--- src/rtl/sqrt_iter_core.sv ---
// Restoring integer square root: one root bit per clock, returning the floor root and exact remainder.
// Responder side of the enable/flush/done multicycle handshake.
module sqrt_iter_core #(
    parameter int unsigned WIDTH       = 26,
    parameter int unsigned COUNT_WIDTH = $clog2(WIDTH + 1)
) (
    input  logic                 clk,
    input  logic                 rst,
    input  logic                 enable,
    input  logic                 flush,
    input  logic [2*WIDTH-1:0]   src,
    output logic [WIDTH-1:0]     sqrt,
    output logic [WIDTH:0]       remnant,
    output logic                 done
);

    localparam int unsigned RW = WIDTH + 2;

    typedef enum logic [1:0] {
        IDLE = 2'd0,
        BUSY = 2'd1,
        DONE = 2'd2
    } state_t;

    state_t                 state;
    logic [2*WIDTH-1:0]     rad;
    logic [RW-1:0]          r;
    logic [WIDTH-1:0]       q;
    logic [COUNT_WIDTH-1:0] cnt;
    logic                   done_q;

    logic [RW-1:0]          t_c;
    logic [RW-1:0]          d_c;

    // Trial subtraction; the true value of d always fits RW bits, so the MSB is its sign.
    always_comb begin
        t_c = (r << 2) | RW'(rad[2*WIDTH-1 -: 2]);
        d_c = t_c - {q, 2'b01};
    end

    always_ff @(posedge clk) begin
        if (rst) begin
            state  <= IDLE;
            rad    <= '0;
            r      <= '0;
            q      <= '0;
            cnt    <= '0;
            done_q <= 1'b0;
        end else if (flush) begin
            state  <= IDLE;
            done_q <= 1'b0;
        end else begin
            case (state)
                IDLE: begin
                    if (enable) begin
                        rad   <= src;
                        r     <= '0;
                        q     <= '0;
                        cnt   <= '0;
                        state <= BUSY;
                    end
                end
                BUSY: begin
                    if (d_c[RW-1]) begin
                        r <= t_c;
                        q <= {q[WIDTH-2:0], 1'b0};
                    end else begin
                        r <= d_c;
                        q <= {q[WIDTH-2:0], 1'b1};
                    end
                    rad <= {rad[2*WIDTH-3:0], 2'b00};
                    cnt <= cnt + COUNT_WIDTH'(1);
                    if (cnt == COUNT_WIDTH'(WIDTH - 1)) begin
                        state  <= DONE;
                        done_q <= 1'b1;
                    end
                end
                DONE: begin
                    if (!enable) begin
                        state  <= IDLE;
                        done_q <= 1'b0;
                    end
                end
                default: begin
                    state  <= IDLE;
                    done_q <= 1'b0;
                end
            endcase
        end
    end

    assign sqrt    = q;
    assign remnant = r[WIDTH:0];
    assign done    = done_q;

endmodule

--- config.mk ---
export PLATFORM = sky130hd
export DESIGN_NAME = sqrt_iter_core
export DESIGN_NICKNAME = d
export VERILOG_FILES = /design/src/rtl/sqrt_iter_core.sv
export SDC_FILE = /design/constraint.sdc
export NUM_CORES = 1
export LEC_CHECK = 0
export ABC_AREA = 0
export ABC_CLOCK_PERIOD_IN_PS = 4090
export CAP_MARGIN = 0
export CORE_AREA = 2 2 118 120
export DETAILED_ROUTE_END_ITERATION = 8
export DIE_AREA = 0 0 120 122
export PLACE_DENSITY = 0.7
export SLEW_MARGIN = 20
export SYNTH_ARGS = -nofsm -noshare
export SYNTH_HDL_FRONTEND = slang
export SYNTH_SLANG_ARGS = --single-unit
--- constraint.sdc ---
create_clock -name clk -period 4.09 [get_ports clk]
set_input_delay 0.409 -clock clk [delete_from_list [all_inputs] [get_ports clk]]
set_output_delay 0.409 -clock clk [all_outputs]
set_load 0.02 [all_outputs]
==> results of run 1 <==
through the flow:
stage	utilization	power, uW	instance area [um2]	worst slack [ns]	std cells
after detailed placement	0.530	3750	7160	0.854	941
after global routing	0.574	5550	7750	0.526	973
after floorplan	-	3320	5950	1.40	686
after CTS	0.574	5260	7750	0.823	973
after global placement	0.530	3700	7160	0.954	941
final	0.574	5240	7750	0.771	973
worst register-to-register path, cell delays in order (launching register included):
cell       delay, ns
dfxtp_1         0.37
inv_1           0.07
ha_1            0.36
a21o_1          0.21
a21oi_1         0.19
nor2_1          0.07
a2111oi_1       0.65
nand3_2         0.58
buf_4           0.41
mux2i_1         0.18
o21ai_1         0.08
metal layers:
layer / up-vias / track usage / share of wire
met2: 117 / 0.361 / 0.50
li1: 2691 / - / -
met3: 23 / 0.0637 / 0.050
met4: 0 / 0.0662 / 0.017
met1: 2523 / 0.238 / 0.44
met5: - / 0 / 0
cell usage after synthesis (3+ instances only):
cell	count	area (um2)
inv_1	34	128
nand3_1	3	15.0
nor3_1	17	85.1
clkbuf_1	38	143
mux2i_1	60	601
dfxtp_1	113	2260
o21ai_0	7	35.0
a222oi_1	10	100
xor2_1	11	96.3
nand2_1	41	154
a21o_1	13	97.6
o21a_1	7	52.6
nor2b_1	3	18.8
a32oi_1	4	35.0
ha_1	28	350
o211ai_1	4	30.0
o21ai_1	26	130
a211oi_1	41	308
or3_1	4	25.0
a22oi_1	27	203
a31oi_1	5	31.3
a21oi_1	21	105
nand4_1	7	43.8
nor2_1	106	398
xnor2_1	17	149
cell type report:
class                   count  share of cell area
well taps                 180              0.0290
clock inverters            11              0.0166
multi-input cells         496               0.437
repair buffers            118               0.149
clock buffers              21              0.0607
flip-flops and latches    113               0.292
inverters                  34              0.0165
cells by family (layout without fill, tap and decap cells):
logic type | Yosys count | in the layout | share of synthesized area
flops | 113 | 113 | 0.380
xor+xnor | 28 | 28 | 0.0412
buf+inv | 77 | 184 | 0.0522
simple gates | 189 | 189 | 0.134
mux | 61 | 61 | 0.103
fa+ha+maj | 28 | 28 | 0.0589
compound gates | 190 | 190 | 0.230
final timing paths:
kind / from / endpoint / slack, ns / cells after the start
worst max-delay path: sqrt[22] / r[2] / 0.77 / 10
worst min-delay path: rst / sqrt[0] / 0.22 / 2
worst max register to register: sqrt[22] / r[2] / 0.77 / 10
worst min register to register: r[13] / r[13] / 0.49 / 2
power groups by stage:
| stage | combinational, uW | clock, uW | sequential (uW) |
|---|---|---|---|
| after floorplan | 2030 | 0 | 1290 |
| after detailed placement | 2490 | 0 | 1270 |
| after global routing | 2740 | 1550 | 1250 |
| after CTS | 2510 | 1500 | 1240 |
| final | 2520 | 1470 | 1240 |
| after global placement | 2430 | 0 | 1260 |
flip-flops by register name, indices dropped and copies added (netlist names):
register and cells:
sqrt 26, done 1, state 2, cnt 5, rad 52, r 27
==> impl_metrics.tcl, run 1 <==
set metrics [dict create \
    vias 5354 \
    fmax_ghz 0.301 \
    share_seq_of_total_power 0.237 \
    slowest_stage "a2111oi_1" \
    clockBufferDepth 2 \
    yosysSeqAreaShare 0.380 \
    place_congestion 0.897 \
    fill_cells 1192 \
    core_region_area_um2 13500 \
    synth_nets 770 \
    die_h_um 122 \
    cp_max_fo 19 \
    ant_nets 0 \
    maxSlewHeadroom 0.390 \
    dieArea_um2 14600 \
    final_cell_mix "dfxtp_1 (113), clkdlybuf4s50_1 (108), nor2_1 (105)" \
    first_iter_violations 331 \
    ys_async_sr_fraction 0 \
    critPathBufInv 2 \
    finalCritPeriodShare 0.811 \
    die_w_um 120 \
    hold_ws_ns 0.218 \
    power.internal_uw 3300 \
    status "complete, no violations" \
    finalSetupViolCount 0 \
    switchingPower_uw 1940 \
    overflow 0 \
    drc 0 \
    dp_hpwl_um 10300 \
    grt_usage 0.205 \
    crit_chain "inv_1, ha_1, a21o_1, a21oi_1, nor2_1, a2111oi_1, nand3_2, buf_4, mux2i_1, o21ai_1" \
    htreeDepth 4 \
    port_buffers 109 \
    cts_resized 0 \
    required_ns 4.36 \
    p_per_area_nw_per_um2 675 \
    hold_buffers 0 \
    synth-edff-count 0 \
    syn_area_um2 5950 \
    rsz0062_at_grt "no" \
    finalHoldViolations 0 \
    grt_pass1_vias 5232 \
    synth-seq-cells 113 \
    clock-sinks 113 \
    regArea_um2 2260 \
    startpoint_type "flop" \
    synth_cell_types 58 \
    skew_ns 0.00537 \
    wl_per_cell_um 15.2 \
    grt_max_degree 86 \
    max_stage_delay_ns 0.65 \
    syn-instance-count 686 \
    yosysWarnings 0 \
    avgViaCountPerCell 5.50 \
    hold_path.class "in -> reg" \
    antenna_cells 0 \
    clk_latency_ns 0.42 \
    cts_root_buf "clkbuf_16" \
    ys.flop_type "dfxtp_1" \
    grt_pass1_wl_um 24300 \
    antenna_found_initial 0 \
    nets 864 \
    num_rows 43 \
    crit_family "compound AO/OA/AOI/OAI gates" \
    cts_buffers 17 \
    tightest_slew_ns 0.915 \
    drt_wl_total_um 14800 \
    ioPinCount 110 \
    crit_type "reg -> reg" \
    leakage_uw 0.00320 \
    slew_violations 0 \
    critPathArrivalTime_ns 3.58 \
    post-route-min-period_ns 3.32 \
    cp-end-kind "flop" \
    cts_tree "done" \
    switching_share 0.370 \
    multi_input_area_um2 3390 \
    syn_to_final_growth_pct 30.3 \
    tns_ns 0 \
    syn_avg_cell_area_um2 8.67 \
    clk_pin_slew_ns 0.05 \
    firstDrtPassIters 6 \
    max_cap_viol_count 0 \
    postCtsSetupBuffers 0 \
    layout.cells.most_common "dfxtp_1" \
    clockPowerShare 0.282 \
    combPwrFrac 0.481 \
    peakVddDrop_mv 0.348 \
    drive_above_1_share 0.0643 \
    start_util 0.441 \
]
Power figures use the tool's default switching activity.
==> run 2: changes to the inputs <==
ABC_CLOCK_PERIOD_IN_PS = 3400   (was 4090)
clock period = 3.4 ns   (was 4.09 ns; I/O delays follow)
==> run 2 against run 1 <==
  * Clock skew is 0.0062 ns higher
  * First-iteration DRC count is 0.60% lower
  * Cell count stayed put
  * Register-to-register slack worse by 0.19 ns
  * Sequential power is 21% higher
  * Via count is 0.65% higher
  * Sequential share of layout area hardly changed
  * Non-clock buffer count stayed put
==> impl_metrics.tcl, run 2 (synthesis results as in run 1) <==
set metrics [dict create \
    status "complete, no violations" \
    hold-path-cell-count 2 \
    finalCritPeriodShare 0.830 \
    fill_cells 1196 \
    clockPowerShare 0.278 \
    pre_cts_slack_ns 0.628 \
    crit_chain "inv_1, ha_1, a21o_1, a21o_1, a21oi_1, a2bb2oi_1, nand4_1, nand3_2, buf_4, mux2i_1, o21ai_1" \
    dp_hpwl_um 10300 \
    overflow 0 \
    slowest_stage "ha_1" \
    syn_to_final_growth_pct 30.5 \
    antenna_found_initial 0 \
    power.internal_uw 3930 \
    startpoint_type "flop" \
    finalSetupViolCount 0 \
    max_stage_delay_ns 0.39 \
    wl_per_cell_um 15.3 \
    cp-end-kind "flop" \
    critical_path_depth 11 \
    postCtsSetupBuffers 0 \
    start_util 0.441 \
    layout_setup_ws_ns 0.577 \
    finalHoldViolations 0 \
    tns_ns 0 \
    crit_family "compound AO/OA/AOI/OAI gates" \
    layout.cells.most_common "dfxtp_1" \
    critPathArrivalTime_ns 3.09 \
    nets 864 \
    drc 0 \
    maxSlewHeadroom 0.383 \
    hold_buffers 0 \
    avgViaCountPerCell 5.54 \
    place_congestion 0.914 \
    critPathBufInv 2 \
    core_region_area_um2 13500 \
    antenna_cells 0 \
    crit_type "reg -> reg" \
    cts_root_buf "clkbuf_16" \
    die_h_um 122 \
    cp_max_fo 17 \
    regArea_um2 2260 \
    reg2regPathDepth 11 \
    slew_violations 0 \
    cts_buffers 17 \
    cts_tree "done" \
    leakage_uw 0.00321 \
    switching_share 0.372 \
    grt_pass1_vias 5197 \
    first_iter_violations 329 \
    htreeDepth 4 \
    ioPinCount 110 \
    final_cell_mix "dfxtp_1 (113), clkdlybuf4s50_1 (108), nor2_1 (105)" \
    p_per_area_nw_per_um2 806 \
    ant_nets 0 \
    vias 5389 \
    grt_pass1_wl_um 24400 \
    peakVddDrop_mv 0.507 \
    grt_usage 0.207 \
    max_cap_viol_count 0 \
    multi_input_area_um2 3390 \
    tightest_slew_ns 0.926 \
    num_rows 43 \
    largest_reg_flops 52 \
    drt_wl_total_um 14800 \
    firstDrtPassIters 5 \
    switchingPower_uw 2330 \
    required_ns 3.67 \
    port_buffers 109 \
    post-route-min-period_ns 2.82 \
    share_seq_of_total_power 0.239 \
    clk_pin_slew_ns 0.06 \
    skew_ns 0.0116 \
    fmax_ghz 0.354 \
    clk_latency_ns 0.43 \
    cts_resized 0 \
    drive_above_1_share 0.0631 \
    clock-sinks 113 \
    rsz0062_at_grt "no" \
    hold_path.class "in -> reg" \
    dieArea_um2 14600 \
    top_register "rad" \
    combPwrFrac 0.483 \
    grt_max_degree 86 \
    clockBufferDepth 2 \
    critPathMostFrequentCell "a21o_1" \
    die_w_um 120 \
]
-- run 2: cell types whose count changed in the layout (fill, tap and decap cells not counted) --
cell / previous run / this run
clkinv_2: 1 / 2
clkbuf_8: 3 / 1
buf_4: 9 / 7
clkinvlp_4: 5 / 4
inv_6: 2 / 1
clkinv_4: 1 / 3
buf_12: 0 / 2
clkbuf_1: 1 / 2
-- run 2: final cells by class --
class / instances / share of cell area
clock buffers: 20 / 0.0575
well taps: 180 / 0.0290
flip-flops and latches: 113 / 0.291
repair buffers: 118 / 0.152
multi-input cells: 496 / 0.436
clock inverters: 12 / 0.0174
inverters: 34 / 0.0164
-- run 2: worst reg2reg max path: stages, from the launching register on --
cell and delay [ns]:
dfxtp_1 0.37, inv_1 0.06, ha_1 0.39, a21o_1 0.22, a21o_1 0.17, a21oi_1 0.23, a2bb2oi_1 0.29, nand4_1 0.21
nand3_2 0.13, buf_4 0.27, mux2i_1 0.25, o21ai_1 0.08
-- run 2: metal layers --
layer | up-vias | wire [um] | GRT usage
li1 | 2687 | - | -
met1 | 2542 | 6330 | 0.241
met2 | 139 | 7390 | 0.354
met3 | 21 | 914 | 0.0688
met4 | 0 | 219 | 0.0787
met5 | - | 0 | 0
-- run 2: power groups by stage --
stage	clock [uW]	combinational [uW]	sequential (uW)
after global placement	0	2930	1520
after global routing	1830	3280	1510
after CTS	1770	3020	1500
after floorplan	0	2440	1560
final	1740	3020	1500
after detailed placement	0	2990	1520
-- run 2: path summary, 6_finish.rpt --
kind,slack (ns),startpoint,endpoint
worst max-delay path,0.58,sqrt[18],r[13]
worst min-delay path,0.16,rst,sqrt[0]
worst max register to register,0.58,sqrt[18],r[13]
worst min register to register,0.49,r[0],r[0]
-- run 2: per-stage QoR --
| stage | utilization | hold slack, ns | instance area [um2] | power, uW | cells |
|---|---|---|---|---|---|
| CTS | 0.575 | 0.143 | 7760 | 6280 | 973 |
| global route | 0.575 | 0.160 | 7760 | 6630 | 973 |
| floorplan | - | 0.466 | 5950 | 4000 | 686 |
| detailed placement | 0.532 | 0.483 | 7180 | 4520 | 941 |
| global placement | 0.532 | 0.478 | 7180 | 4450 | 941 |
| finish | 0.575 | 0.156 | 7760 | 6250 | 973 |
==> run 3: changes to the inputs <==
ABC_CLOCK_PERIOD_IN_PS = 2650   (was 3400)
clock period = 2.65 ns   (was 3.4 ns; I/O delays follow)
==> run 3 against run 2 <==
  * Non-clock buffer count increased by 40
  * Clock skew decreased by 0.0037 ns
  * Cell area increased by 8.3%
  * Fmax increased by 9.0%
  * First-iteration DRC count decreased by 3.0%
  * Register-to-register slack got worse by 0.52 ns
==> impl_metrics.tcl, run 3 (synthesis results as in run 1) <==
set metrics [dict create \
    status "complete, no violations" \
    finalPower_uw 9710 \
    leakage_uw 0.00349 \
    reg2regPathDepth 11 \
    drt_wl_total_um 16000 \
    clk_pin_slew_ns 0.05 \
    cp-end-kind "flop" \
    finalCritPeriodShare 0.977 \
    ant_nets 0 \
    worstHoldStart "rst" \
    ff2ff_setup_slack_ns 0.06 \
    peakVddDrop_mv 0.804 \
    max_cap_viol_count 0 \
    fin_cells 1013 \
    num_rows 43 \
    tightest_slew_ns 1.09 \
    critPathMostFrequentCell "a21o_1" \
    die_w_um 120 \
    cts_buffers 17 \
    dp_hpwl_um 10800 \
    place_area_um2 7440 \
    top_register "rad" \
    p_per_area_nw_per_um2 1160 \
    antenna_found_initial 0 \
    first_iter_violations 319 \
    fill_cells 1117 \
    htreeDepth 4 \
    regArea_um2 2270 \
    place_inst 976 \
    tns_ns 0 \
    largest_reg_flops 52 \
    critPathArrivalTime_ns 2.87 \
    maxSlewHeadroom 0.274 \
    vias 5578 \
    nets 904 \
    syn_to_final_growth_pct 41.3 \
    place_congestion 0.960 \
    core_region_area_um2 13500 \
    hold_path.class "in -> reg" \
    wl_per_cell_um 15.8 \
    slew_violations 0 \
    clk_latency_ns 0.42 \
    reg2reg_to "r[13]" \
    clockBufferDepth 2 \
    firstDrtPassIters 6 \
    slowest_stage "dfxtp_1" \
    grt_pass1_wl_um 25400 \
    required_ns 2.93 \
    fin_area_um2 8410 \
    hold_buffers 0 \
    reg2reg_from "sqrt[17]" \
    drc 0 \
    start_util 0.441 \
    avgViaCountPerCell 5.51 \
    die_h_um 122 \
    port_buffers 109 \
    hold-path-cell-count 2 \
    pre_cts_slack_ns 0.0426 \
    crit_chain "inv_1, ha_1, a21o_1, a21o_1, a21oi_2, a2bb2oi_2, nand4_1, nand3_4, buf_12, mux2i_1, o21ai_1" \
    cp_max_fo 5 \
    overflow 0 \
    finalSetupViolCount 0 \
    min_to "sqrt[2]" \
    drive_above_1_share 0.146 \
    post-route-min-period_ns 2.59 \
    grt_max_degree 84 \
    fmax_ghz 0.386 \
    layout_setup_ws_ns 0.0604 \
    grt_usage 0.217 \
    cts_root_buf "clkbuf_16" \
    grt_pass1_vias 5363 \
    final_cell_mix "clkdlybuf4s50_1 (108), dfxtp_1 (106), nor2_1 (105)" \
    skew_ns 0.00786 \
    multi_input_area_um2 3570 \
    dieArea_um2 14600 \
    layout.cells.most_common "clkdlybuf4s50_1" \
    crit_type "reg -> reg" \
    antenna_cells 0 \
    max_stage_delay_ns 0.40 \
    clock-sinks 113 \
    ioPinCount 110 \
    finalHoldViolations 0 \
    cts_tree "done" \
    startpoint_type "flop" \
]
==> run 3: how the worst max path moves through the flow <==
stage             to  depth (start not counted)  slack [ns]  startpoint
2_1_floorplan  r[10]                         12        0.01     sqrt[6]
3_3_place_gp    r[1]                         11        0.10    sqrt[22]
3_5_place_dp    r[1]                         12        0.04     sqrt[7]
4_1_cts         r[1]                         12        0.03     sqrt[7]
5_1_grt         r[1]                         11       -0.04    sqrt[17]
6_report       r[13]                         11        0.06    sqrt[17]
==> run 3: worst max-delay path, delay by kind of cell (launching register included) <==
kind	cells	cell delay (ns)
mux	1	0.24
flops	1	0.40
fa+ha+maj	1	0.25
simple gates	2	0.46
buf+inv	2	0.23
compound gates	5	0.85
==> run 3: what timing repair did <==
item | CTS | global route
endpoints found under the setup margin | 0 | 27
gates resized for setup | 0 | 34
buffers inserted | 0 | 2
==> run 3: where the power goes <==
part | switching [uW] | total [uW] | leakage, uW | internal (uW)
Sequential | 104 | 1920 | 0.000924 | 1820
Combinational | 2430 | 5180 | 0.00225 | 2750
Clock | 824 | 2610 | 0.000319 | 1790
Total | 3360 | 9710 | 0.00349 | 6360
==> run 3: metrics by stage <==
| step | hold WS (ns) | utilization |
|---|---|---|
| 3_3_place_gp | 0.479 | 0.551 |
| 5_1_grt | 0.343 | 0.622 |
| 4_1_cts | 0.330 | 0.601 |
| 2_1_floorplan | 0.413 | - |
| 3_5_place_dp | 0.482 | 0.551 |
| 6_report | 0.326 | 0.622 |
==> run 3: cell type report <==
class / count / area share
sequential: 113 / 0.270
tap: 180 / 0.0268
timing repair buffer: 158 / 0.182
inverter: 34 / 0.0152
clock buffer: 19 / 0.0527
multi-input combinational: 496 / 0.425
clock inverter: 13 / 0.0278
==> run 3: routing by layer <==
metal	vias up	track usage	share of wire
li1	2780	-	-
met1	2619	0.256	0.43
met2	159	0.369	0.50
met3	20	0.0618	0.055
met4	0	0.0949	0.015
met5	-	0	0
